## config.mk

```make
export PLATFORM = sky130hd
export DESIGN_NAME = dac_instr_queue
export DESIGN_NICKNAME = d
export VERILOG_FILES = /design/src/rtl/dac_instr_queue.sv
export SDC_FILE = /design/constraint.sdc
export NUM_CORES = 1
export LEC_CHECK = 0
export ABC_AREA = 1
export ABC_CLOCK_PERIOD_IN_PS = 3600
export BUFFER_PORTS_ARGS = -buffer_cell sky130_fd_sc_hd__buf_2
export CAP_MARGIN = 0
export CORE_MARGIN = 5
export CORE_UTILIZATION = 62
export DETAILED_ROUTE_END_ITERATION = 7
export PLACE_DENSITY = 0.8
export SKIP_CTS_REPAIR_TIMING = 1
export SYNTH_ARGS = -nofsm -noshare
export SYNTH_HDL_FRONTEND = slang
export SYNTH_SLANG_ARGS = --single-unit
export TNS_END_PERCENT = 50
```

## constraint.sdc

```tcl
create_clock -name clk_in -period 3.6 [get_ports clk_in]
set_input_delay 0.9 -clock clk_in [delete_from_list [all_inputs] [get_ports clk_in]]
set_output_delay 0.9 -clock clk_in [all_outputs]
set_load 0.005 [all_outputs]
```

## src/rtl/dac_instr_queue.sv

```systemverilog
// Per-channel DAC code queue feeding an 8-channel serial DAC: keeps the latest code per
// channel, sends a reference-enable frame after reset, then services pending channels round-robin.
module dac_instr_queue #(
  parameter int N_CHAN = 8,
  parameter int W_DATA = 16
) (
  input  logic              clk_in,
  input  logic              rst_in,
  input  logic [W_DATA-1:0] data_in,
  input  logic [2:0]        chan_in,
  input  logic              dv_in,
  input  logic              clr_in,
  output logic              dac_nsync_out,
  output logic              dac_sclk_out,
  output logic              dac_din_out,
  output logic              dac_nldac_out,
  output logic              dac_nclr_out,
  output logic              busy_out,
  output logic              done_out,
  output logic [2:0]        done_chan_out
);

  // state | meaning
  // INIT  | first cycle out of reset, loads the reference frame
  // IDLE  | waiting for a pending channel or a latched clear
  // SHIFT | 64 cycles, 32 bits at clk/2
  // GAP   | 2 cycles with nsync high
  // LDAC  | 2 cycles with nldac low (data frames only)
  // CLR   | 4 cycles with nclr low
  typedef enum logic [2:0] {S_INIT, S_IDLE, S_SHIFT, S_GAP, S_LDAC, S_CLR} state_t;

  localparam logic [31:0] REF_FRAME = 32'h0800_0001;

  state_t            r_state, w_state_nxt;
  logic [5:0]        r_cnt, w_cnt_nxt;
  logic [31:0]       r_shreg, w_shreg_nxt;
  logic              r_ref;
  logic [W_DATA-1:0] r_code [N_CHAN];
  logic [N_CHAN-1:0] r_pend, w_pend_nxt;
  logic              r_clr_pend;
  logic [2:0]        r_last, w_sel;
  logic              w_found, w_start, w_clr_entry, w_dv_ok;
  logic [3:0]        w_idx;

  logic r_nsync, r_sclk, r_din, r_nldac, r_nclr, r_busy, r_done;
  logic [2:0] r_done_chan;
  logic w_nsync_nxt, w_sclk_nxt, w_din_nxt, w_nldac_nxt, w_nclr_nxt, w_busy_nxt, w_done_nxt;

  assign w_dv_ok     = dv_in && (32'(chan_in) < N_CHAN);
  assign w_start     = (r_state == S_IDLE) && !r_clr_pend && (|r_pend);
  assign w_clr_entry = (r_state == S_IDLE) && r_clr_pend;

  // round-robin: first pending channel strictly after the last serviced one
  always_comb begin
    w_sel   = r_last;
    w_found = 1'b0;
    w_idx   = '0;
    for (int k = 1; k <= N_CHAN; k++) begin
      w_idx = {1'b0, r_last} + 4'(k);
      if (w_idx >= 4'(N_CHAN)) w_idx = w_idx - 4'(N_CHAN);
      if (!w_found && r_pend[w_idx[2:0]]) begin
        w_found = 1'b1;
        w_sel   = w_idx[2:0];
      end
    end
  end

  always_comb begin
    w_state_nxt = r_state;
    w_cnt_nxt   = r_cnt;
    case (r_state)
      S_INIT: begin
        w_state_nxt = S_SHIFT;
        w_cnt_nxt   = 6'd63;
      end
      S_IDLE: begin
        if (r_clr_pend) begin
          w_state_nxt = S_CLR;
          w_cnt_nxt   = 6'd3;
        end else if (|r_pend) begin
          w_state_nxt = S_SHIFT;
          w_cnt_nxt   = 6'd63;
        end
      end
      S_SHIFT: begin
        if (r_cnt == 6'd0) begin
          w_state_nxt = S_GAP;
          w_cnt_nxt   = 6'd1;
        end else w_cnt_nxt = r_cnt - 6'd1;
      end
      S_GAP: begin
        if (r_cnt == 6'd0) begin
          w_state_nxt = r_ref ? S_IDLE : S_LDAC;
          w_cnt_nxt   = 6'd1;
        end else w_cnt_nxt = r_cnt - 6'd1;
      end
      S_LDAC, S_CLR: begin
        if (r_cnt == 6'd0) w_state_nxt = S_IDLE;
        else w_cnt_nxt = r_cnt - 6'd1;
      end
      default: w_state_nxt = S_INIT;
    endcase
  end

  always_comb begin
    w_shreg_nxt = r_shreg;
    if (r_state == S_INIT) w_shreg_nxt = REF_FRAME;
    else if (w_start) w_shreg_nxt = {8'h00, 1'b0, w_sel, r_code[w_sel], 4'h0};
    else if (r_state == S_SHIFT && r_cnt != 6'd0 && !r_cnt[0]) w_shreg_nxt = {r_shreg[30:0], 1'b0};

    w_pend_nxt = r_pend;
    if (w_start) w_pend_nxt[w_sel] = 1'b0;
    if (w_clr_entry) w_pend_nxt = '0;
    if (w_dv_ok) w_pend_nxt[chan_in] = 1'b1;
  end

  // Output values for the next cycle, registered below.
  always_comb begin
    w_nsync_nxt = (w_state_nxt != S_SHIFT);
    w_sclk_nxt  = (w_state_nxt == S_SHIFT) ? w_cnt_nxt[0] : 1'b1;
    w_din_nxt   = (w_state_nxt == S_SHIFT) ? w_shreg_nxt[31] : 1'b0;
    w_nldac_nxt = (w_state_nxt != S_LDAC);
    w_nclr_nxt  = (w_state_nxt != S_CLR);
    w_busy_nxt  = (w_state_nxt != S_IDLE);
    w_done_nxt  = (r_state == S_LDAC) && (r_cnt == 6'd0);
  end

  always_ff @(posedge clk_in) begin
    if (rst_in) begin
      r_state     <= S_INIT;
      r_cnt       <= '0;
      r_shreg     <= '0;
      r_ref       <= 1'b1;
      r_pend      <= '0;
      r_clr_pend  <= 1'b0;
      r_last      <= 3'(N_CHAN - 1);
      for (int i = 0; i < N_CHAN; i++) r_code[i] <= '0;
      r_nsync     <= 1'b1;
      r_sclk      <= 1'b1;
      r_din       <= 1'b0;
      r_nldac     <= 1'b1;
      r_nclr      <= 1'b0;
      r_busy      <= 1'b1;
      r_done      <= 1'b0;
      r_done_chan <= '0;
    end else begin
      r_state <= w_state_nxt;
      r_cnt   <= w_cnt_nxt;
      r_shreg <= w_shreg_nxt;
      r_pend  <= w_pend_nxt;
      if (r_state == S_INIT) r_ref <= 1'b1;
      else if (w_start) r_ref <= 1'b0;
      if (w_start) r_last <= w_sel;
      if (w_dv_ok) r_code[chan_in] <= data_in;
      if (clr_in) r_clr_pend <= 1'b1;
      else if (w_clr_entry) r_clr_pend <= 1'b0;
      r_nsync <= w_nsync_nxt;
      r_sclk  <= w_sclk_nxt;
      r_din   <= w_din_nxt;
      r_nldac <= w_nldac_nxt;
      r_nclr  <= w_nclr_nxt;
      r_busy  <= w_busy_nxt;
      r_done  <= w_done_nxt;
      if (w_done_nxt) r_done_chan <= r_last;
    end
  end

  assign dac_nsync_out = r_nsync;
  assign dac_sclk_out  = r_sclk;
  assign dac_din_out   = r_din;
  assign dac_nldac_out = r_nldac;
  assign dac_nclr_out  = r_nclr;
  assign busy_out      = r_busy;
  assign done_out      = r_done;
  assign done_chan_out = r_done_chan;

endmodule
```

* After elaboration in Yosys (flattened, before gate mapping)
Memory sizes are Yosys's and may differ from the RTL's.
Cells that the tools add are included.
** Word-level totals
- ROM bits :: 0
- Bits in latches :: 0
- Logic and storage cells :: 183
- Input bits :: 23
- Register bits after elaboration :: 64
- Output and inout port bits :: 10
- Memory bits (writable) :: 128
- Memories :: 1
** Memory list
- r_code :: words 8, bits a word 16, rd ports 1, clocked after Yosys merged registers in 0, write ports 8, line 38 : logic [W_DATA-1:0] r_code [N_CHAN];
** Cells by class
- Div/mod/pow operators :: 0
- Bitwise operators :: 4
- Magnitude comparators :: 20
- $mul :: 0
- $add $sub $neg :: 17
- Shift-type cells :: 0
- Reductions and logical operators :: 39
- Eq/ne operators :: 12
- Multiplexer cells :: 71
** Operators by type and width (count)
- 32-bit two-way mux :: 3
- 3-bit two-way mux :: 23
- 3-bit by 4-bit less-than comparator with 1-bit output (second input constant) :: 10
- 4-bit >= comparator (second input constant) :: 8
- 1-bit two-way mux :: 25
- 1-bit binary-select mux with 3-bit select :: 8
- 6-bit two-way mux :: 4
- 8-bit two-way mux :: 3
- 6-bit one-hot mux with 4 select lines :: 1
- 3-bit by 1-bit subtractor with 3-bit output (second input constant) :: 8
- 3-bit by 3-bit adder with 4-bit output (second input constant) :: 4
- 16-bit two-way mux :: 1
- 16-bit OR reduction :: 1
- 1-bit logical AND :: 15
- 3-bit one-hot mux with 5 select lines :: 1
- 3-bit by 2-bit equality test with 1-bit output (second input constant) :: 3
- 1-bit zero test :: 9
- 3-bit by 2-bit adder with 4-bit output (second input constant) :: 2
- 8-bit AND :: 1
- 8-bit inverter :: 1
- 8-bit bitwise OR :: 1
- 2-bit OR reduction :: 4
- 8-bit OR reduction :: 1
- 1-bit demux with 3-bit select :: 2
- 19 further kinds :: 24

* Logic depth before layout (Yosys ltp)
Gate-level depths: netlist of the first run.
- Depth in word-level cells :: 37
- Depth in mapped cells :: 26

* Worst setup path after synthesis of the first run
No wires, ideal clock.
- Kind :: flip-flop to flip-flop
- Start point :: register r_last[0]
- End point :: register r_pend[4]
- Path slack :: 847 ps
- Path buffers :: 3
- Stages on the path, launching flop included :: 18
- Period minus slack after synthesis :: 2753 ps
- Arrival time :: 2627 ps
- Required time :: 3474 ps
- Setup time :: 126 ps
- Cells stage by stage :: dfxtp_1 -> inv_2 -> buf_6 -> ha_1 -> inv_1 -> nand3_1 -> nand3_2 -> nand2_4 -> nor2_4 -> nand4_4 -> nor2_4 -> nand3_2 -> buf_4 -> clkbuf_1 -> a21oi_1 -> nand3_1 -> nand3_1 -> nand2_1
** On the way
- Word-level cells in the longest chain between the ends :: 37
- Elaborated cells between the ends (all ways) :: 88
- Those cells by class :: 16 x add/sub; 10 x order compare; 44 x mux; 3 x bitwise; 15 x reduce/logical
** RTL lines
- start: declaration :: line 41 : logic [2:0] r_last, w_sel;
- start signal: assignment :: line 136 : r_last <= 3'(N_CHAN - 1);
- start signal: assignment :: line 153 : if (w_start) r_last <= w_sel;
- 3-bit by 1-bit adder with 4-bit output :: line 59 : w_idx = {1'b0, r_last} + 4'(k);
- 4-bit >= comparator / 3-bit by 1-bit subtractor with 3-bit output (equally long branches) :: line 60 : if (w_idx >= 4'(N_CHAN)) w_idx = w_idx - 4'(N_CHAN);
- 3-bit two-way mux :: line 60
- 1-bit binary-select mux with 3-bit select :: line 61 : if (!w_found && r_pend[w_idx[2:0]]) begin
- 1-bit two-way mux (not written as such) :: line 61
- 1-bit two-way mux :: line 61
- 1-bit zero test :: line 61
- 1-bit logical AND :: line 61
- (+21 left out)
- 1-bit two-way mux (not written as such) :: line 112 : if (w_start) w_pend_nxt[w_sel] = 1'b0;
- 1-bit demux with 3-bit select (*) :: line 112
- 8-bit inverter (no line) (*)
- 8-bit AND (no line) (*)
- 8-bit two-way mux (*) :: line 112
- 8-bit two-way mux (*) :: line 113 : if (w_clr_entry) w_pend_nxt = '0;
- 8-bit bitwise OR (no line)
- 8-bit two-way mux (*) :: line 114 : if (w_dv_ok) w_pend_nxt[chan_in] = 1'b1;
- end signal: assignment :: line 150 : r_pend <= w_pend_nxt;
- end: declaration :: line 39 : logic [N_CHAN-1:0] r_pend, w_pend_nxt;
Mark *: on every way between the ends. The rest lies on a longest branch, timed or not. The select of a mux whose other input is x is not followed.
A chain may end at the register's enable or synchronous reset.

* Worst setup path in the final report of the first run
- Start point :: register r_last[0]
- End point :: register r_shreg[12]
** On the way
- Word-level cells in the longest chain between the ends :: 29
- Elaborated cells between the ends (all ways) :: 79
- Those cells by class :: 16 x add/sub; 8 x order compare; 40 x mux; 14 x reduce/logical; 1 x memory
** RTL lines
- 3-bit by 1-bit adder with 4-bit output :: line 59
- 4-bit >= comparator / 3-bit by 1-bit subtractor with 3-bit output (equally long branches) :: line 60
- 3-bit two-way mux :: line 60
- 1-bit binary-select mux with 3-bit select :: line 61
- 1-bit two-way mux (not written as such) :: line 61
- 1-bit two-way mux :: line 61
- 1-bit zero test :: line 61
- 1-bit logical AND :: line 61
- (+13 left out)
- 1-bit zero test :: line 61
- 1-bit logical AND :: line 61
- 1-bit two-way mux :: line 61
- 1-bit zero test :: line 61
- 1-bit logical AND :: line 61
- 3-bit two-way mux (*) :: line 61
- memory read 8 x 16 bit (*)
- 32-bit two-way mux (*) :: line 108 : else if (w_start) w_shreg_nxt = {8'h00, 1'b0, w_sel, r_code[w_sel], 4'h0};
- end signal: assignment :: line 149 : r_shreg <= w_shreg_nxt;
- end: declaration :: line 36 : logic [31:0] r_shreg, w_shreg_nxt;
Marks and branches as above.

==> results of run 1 <==
[per-layer routing]
layer	up-vias	share of wire, %	GRT usage [%]
li1	3865	-	-
met1	3627	41	34.0
met2	364	49	45.3
met3	45	7.9	4.61
met4	0	2.4	9.14
met5	-	0	0
[logic make-up (layout without fill, tap and decap cells)]
kind of cell	after synthesis	count (layout)	share of synthesized area, %
adders and majority gates	4	4	0.529
and+or+nand+nor	724	724	31.6
DFF	192	192	54.1
buffers and inverters	160	201	7.69
AOI/OAI and AO/OA	93	93	5.62
xor gates and xnor gates	5	5	0.463
[state kept, by name, summed over array words and instances, names as in the netlist]
name,count
r_code,128
r_shreg,32
r_clr_pend,1
r_state,3
done_out,1
dac_sclk_out,1
dac_din_out,1
r_last,3
dac_nsync_out,1
dac_nldac_out,1
busy_out,1
r_pend,8
done_chan_out,3
r_ref,1
dac_nclr_out,1
r_cnt,6
[final cells by class]
cell class              count  area, µm²
fillers                  1183       4700
repair buffers             61        428
inverters                 108        405
flip-flops and latches    192       5120
clock buffers              19        433
clock inverters            13        146
well taps                 188        235
multi-input cells         826       3620
[through the flow]
step	setup WS (ps)	cell area [µm²]
after CTS	465	10400
after global placement	628	9810
after detailed placement	520	9810
final	453	10400
after global routing	108	10400
after floorplan	847	9470
[cells in the mapped netlist (8+ instances only)]
master	count
a21oi_1	40
buf_2	12
buf_4	8
buf_6	11
clkbuf_1	20
dfxtp_1	64
edfxtp_1	128
inv_1	100
nand2_1	411
nand2_2	8
nand3_1	109
nor2_1	170
o21ai_0	21
o22ai_1	15
[placed cells by master (no fill, tap or decap), types with 4 or more instances in the layout]
master and n:
nand3_2 4, buf_2 32, o22ai_1 15, nor3_1 5
nor2_1 170, clkbuf_16 17, a31oi_1 6, buf_4 25
ha_1 4, inv_1 100, a21oi_1 40, nand2_2 9
inv_6 4, o211ai_1 4, inv_2 5, nand3_1 109
o21ai_0 20, edfxtp_1 128, buf_12 4, nand2_1 410
dfxtp_1 64
[power by group through the flow]
stage	registers (mW)	clock network, mW	logic [mW]
2_1_floorplan	2.56	0	0.887
3_3_place_gp	2.56	0	1.10
3_5_place_dp	2.57	0	1.12
4_1_cts	2.52	1.85	1.13
5_1_grt	2.53	1.96	1.28
6_report	2.52	1.85	1.13
[worst paths after layout]
check / startpoint / slack (ps) / end
worst max-delay path: r_last[0]$_SDFFE_PP1P_ / 450 / r_shreg[12]$_SDFFE_PP0P_
worst max register to register: r_last[0]$_SDFFE_PP1P_ / 450 / r_shreg[12]$_SDFFE_PP0P_
worst min-delay path: r_shreg[29]$_SDFFE_PP0P_ / 450 / r_shreg[29]$_SDFFE_PP0P_
worst min register to register: r_shreg[29]$_SDFFE_PP0P_ / 450 / r_shreg[29]$_SDFFE_PP0P_
[worst register-to-register path: stages (launching register included)]
cell	delay [ps]
dfxtp_1	360
inv_2	110
ha_1	410
inv_1	190
nand3_1	150
nand3_2	140
nand2_4	80
nor2_4	160
nand4_4	130
nor2_4	130
nand2_2	100
nand2_2	120
buf_12	280
nand3_1	180
nand2_1	130
nand2_1	60
nand2_1	80
nand2_1	50
nand2_1	70
nand2_1	40
a21oi_1	110
==> impl_metrics.ini, run 1 <==
[finish]
instances_no_fill = 1407
drive_gt1_share_pct = 9.84
diodes = 0
final_util_pct = 68.9
area_growth_pct = 9.80
layout.nets = 1233

[route]
wire_per_inst_um = 16.3
post-route-drc-count = 0
vias_per_cell = 5.62
vias = 7901
wl_um = 22900
drt_first_pass_iters = 5
ant_nets = 0
drt_iter0_markers = 845

[placement]
dpl.hpwl_um = 13900
io_buffers = 32
dp.cells = 1375
gp_congestion = 0.889

[power]
p_sw_mw = 1.70
p_int_mw = 3.81
power_frac_comb_pct = 20.6
p_per_area_nw_per_um2 = 530
clkPwrFrac_pct = 33.6
finalPower_mw = 5.50
leakage_nw = 4.57
p_sw_share_pct = 30.8
ir_drop_v = 0.000408
power.share.sequential_pct = 45.8

[sta]
slew_violations = 0
setup_viol = 0
tightest_slew_ps = 1050
min_period_ps = 3150
fin_tns_setup_ps = 0
slew_headroom_pct = 29.0
hold_slack_ps = 447
fin_skew_ps = 10.9
period_share_pct = 87.4
fmaxAchievable_mhz = 318
finalHoldViolations = 0
rsz0062_at_grt = false

[clocking]
cts_buffers = 17
cts.path.max_buffers = 2
cts_tree = yes
clk_latency_ps = 440
cts.root.buffer_cell = clkbuf_16
cts_sinks = 192
path_clk_slew_ps = 70
htreeDepth = 4

[die]
die_h_um = 134
placementRows = 45
die_w_um = 134
dieArea_um2 = 17800
core-area_um2 = 15100
start_util_pct = 62.7
io_pins = 33

[global_route]
grt_max_degree = 66
gr-usage-all-layers_pct = 26.4
grt_pass1_wl_um = 37100
overflow = 0
antenna_found_initial = 0
grt_pass1_vias = 7277

[critical_path]
rr_worst_depth = 20
critical_path_class = flop to flop
worstSetupPathDepth = 20
crit_top_cell = nand2_1
slowest_stage = ha_1
cp.buffers_inverters = 3
crit_family = simple AND/OR/NAND/NOR gates
start_kind = flop
worstPathRequired_ps = 3960
cpPeakStageDelay_ps = 400
cp_max_fo = 65
critPathArrivalTime_ps = 3500
cp_cell_sequence = inv_2, ha_1, inv_1, nand3_1, nand3_2, nand2_4, nor2_4, nand4_4, nor2_4, nand2_2, nand2_2, buf_12, nand3_1, nand2_1, nand2_1, nand2_1, nand2_1, nand2_1, nand2_1, a21oi_1
worstSetupEndpointType = flop

[synth]
synth_top_area_cell = edfxtp_1
synth_ff_type = edfxtp_1
synthTopCellsByArea = edfxtp_1 (41%), nand2_1 (16%), dfxtp_1 (14%), nor2_1 (6.7%), nand3_1 (5.8%)
synthArstFlopShare_pct = 0
ys_seq_area_share_pct = 54.1
synth.distinct_cells = 41
synth-seq-cells = 192
syn_nets = 1205
synth.top_cell.area_share_pct = 40.6
yosysWarnings = 0
netlist_instances = 1178
avgSynthCellArea_um2 = 8.04
syn-cell-area_um2 = 9470
synth-edff-count = 128

[hold_path]
min_path_type = flop to flop
whs_path_depth = 2

[flow_run]
maxCapViolCount = 0

[status]
status = completed
Note: power is estimated with default switching activity, not from simulation.
==> run 2: changes to the inputs <==
- CORE_UTILIZATION: 62 -> 45
- CTS_BUF_LIST: not set -> sky130_fd_sc_hd__clkbuf_8
- PLACE_DENSITY: 0.8 -> not set
==> run 2 against run 1 <==
Net effect:
- clock power down 27%
- routed wire length rose by 8.4%
- combinational power barely moved
- cell area fell by 0.61%
- hold slack better by 2.2 ps
- fmax grew 1.5%
- non-clock buffer count increased by 2
- critical endpoint is now r_shreg[11]$_SDFFE_PP0P_
- largest power group unchanged
==> impl_metrics.ini, run 2 (same netlist as run 1, synthesis figures left out) <==
[sta]
setup_viol = 0
slew_violations = 0
min_period_ps = 3100
worst_slack_ps = 501
hold_slack_ps = 449
fin_tns_setup_ps = 0
period_share_pct = 86.1
tightest_slew_ps = 955
fin_skew_ps = 24.7
finalHoldViolations = 0
fmaxAchievable_mhz = 323
slew_headroom_pct = 35.7
rsz0062_at_grt = false

[placement]
io_buffers = 32
pre_cts_ws_ps = 519
gp_congestion = 0.881
dpl.hpwl_um = 15100

[clocking]
htreeDepth = 4
cts.path.max_buffers = 2
cts_buffers = 17
cts_tree = yes
path_clk_slew_ps = 100
cts.root.buffer_cell = clkbuf_8
clk_latency_ps = 480
cts_sinks = 192

[critical_path]
cp_max_fo = 35
critPathArrivalTime_ps = 3480
worstSetupEndpointType = flop
r2r_setup_slack_ps = 500
start_kind = flop
rr_worst_depth = 20
rr_startpoint = r_last[0]$_SDFFE_PP1P_
worstPathRequired_ps = 3980
critical_path_class = flop to flop
r2r-end = r_shreg[11]$_SDFFE_PP0P_

[power]
p_sw_mw = 1.70
power.share.sequential_pct = 50.0
p_int_mw = 3.34
clkPwrFrac_pct = 26.9
leakage_nw = 4.51
power_frac_comb_pct = 23.1
ir_drop_v = 0.000243
p_sw_share_pct = 33.7
p_per_area_nw_per_um2 = 488

[finish]
drive_gt1_share_pct = 9.99
final_util_pct = 49.4
area_growth_pct = 9.12
most-common-layout-cells = nand2_1 (410), nor2_1 (170), edfxtp_1 (128), nand3_1 (109), inv_1 (102)
largest_register_ffs = 128
diodes = 0
top_register = r_code
layout.nets = 1235
layout_commonest_cell = nand2_1
largest_registers = r_code: 128 flops, r_shreg: 32 flops, r_pend: 8 flops

[global_route]
grt_max_degree = 66
grt_pass1_wl_um = 38900
grt_pass1_vias = 7059
overflow = 0
antenna_found_initial = 0
gr-usage-all-layers_pct = 20.7

[flow_run]
maxCapViolCount = 0

[route]
wl_um = 24800
drt_first_pass_iters = 5
vias_per_cell = 5.14
wire_per_inst_um = 16.6
drt_iter0_markers = 605
ant_nets = 0
post-route-drc-count = 0
vias = 7694

[hold_path]
whs_endpoint = r_shreg[2]$_SDFFE_PP0P_
min_path_type = flop to flop
min_from = r_shreg[2]$_SDFFE_PP0P_
whs_path_depth = 2

[die]
core-area_um2 = 20900
die_h_um = 155
start_util_pct = 45.3
die_w_um = 155
dieArea_um2 = 24000
placementRows = 53
io_pins = 33

[status]
status = completed
[run 2: cell types whose count changed in the layout (fill, tap and decap cells not counted), moves of 2 or more]
cell | previous run | this run
clkbuf_16 | 17 | 0
clkbuf_8 | 0 | 17
inv_6 | 4 | 1
buf_12 | 4 | 6
clkbuf_1 | 2 | 0
clkinv_4 | 3 | 5
inv_1 | 100 | 102
[run 2: final cells by class]
| cell class | count | area, µm² |
|---|---|---|
| Tap cell | 275 | 344 |
| Multi-Input combinational cell | 826 | 3620 |
| Timing Repair Buffer | 63 | 468 |
| Fill cell | 2054 | 10600 |
| Inverter | 108 | 405 |
| Sequential cell | 192 | 5120 |
| Clock inverter | 15 | 133 |
| Clock buffer | 17 | 234 |
[run 2: metal layers]
metal / vias up / GRT usage [%] / share of wire (%)
met3: 30 / 3.42 / 6.2
met1: 3585 / 28.8 / 45
met5: - / 0 / 0
met2: 221 / 34.3 / 47
met4: 0 / 4.54 / 1.2
li1: 3858 / - / -
[run 2: power groups by stage]
stage | Clock [mW] | Combinational, mW | Sequential (mW)
final | 1.35 | 1.16 | 2.52
after global routing | 1.45 | 1.31 | 2.53
after CTS | 1.38 | 1.16 | 2.52
after detailed placement | 0 | 1.16 | 2.57
after global placement | 0 | 1.15 | 2.57
after floorplan | 0 | 0.887 | 2.56
[run 2: per-stage QoR]
stage	power, mW	cells	cell area (µm²)
2_1_floorplan	3.45	1178	9470
3_3_place_gp	3.71	1464	9960
3_5_place_dp	3.73	1464	9960
4_1_cts	5.06	1496	10300
5_1_grt	5.30	1496	10300
6_report	5.04	1496	10300
[run 2: worst max-delay path, stage by stage, from the launching register on]
cell	delay, ps
dfxtp_1	350
inv_2	110
ha_1	400
inv_1	180
nand3_1	140
nand3_2	130
nand2_4	80
nor2_4	160
nand4_4	120
nor2_2	160
nand2_1	70
nand2_1	80
inv_2	50
a21boi_4	110
buf_4	390
nand2_1	100
nand2_1	70
nand2_1	50
nand2_1	80
nand2_1	50
a21oi_1	140
[run 2: worst max-delay path by stage]
stage / startpoint / end / cells after the start
6_report: r_last[0]$_SDFFE_PP1P_ / r_shreg[11]$_SDFFE_PP0P_ / 20
2_1_floorplan: r_last[0]$_SDFFE_PP1P_ / r_pend[4]$_SDFF_PP0_ / 17
5_1_grt: r_last[0]$_SDFFE_PP1P_ / r_shreg[11]$_SDFFE_PP0P_ / 20
4_1_cts: r_last[0]$_SDFFE_PP1P_ / r_shreg[5]$_SDFFE_PP0P_ / 20
3_5_place_dp: r_last[0]$_SDFFE_PP1P_ / r_shreg[17]$_SDFFE_PP0P_ / 20
3_3_place_gp: r_last[0]$_SDFFE_PP1P_ / r_shreg[5]$_SDFFE_PP0P_ / 22
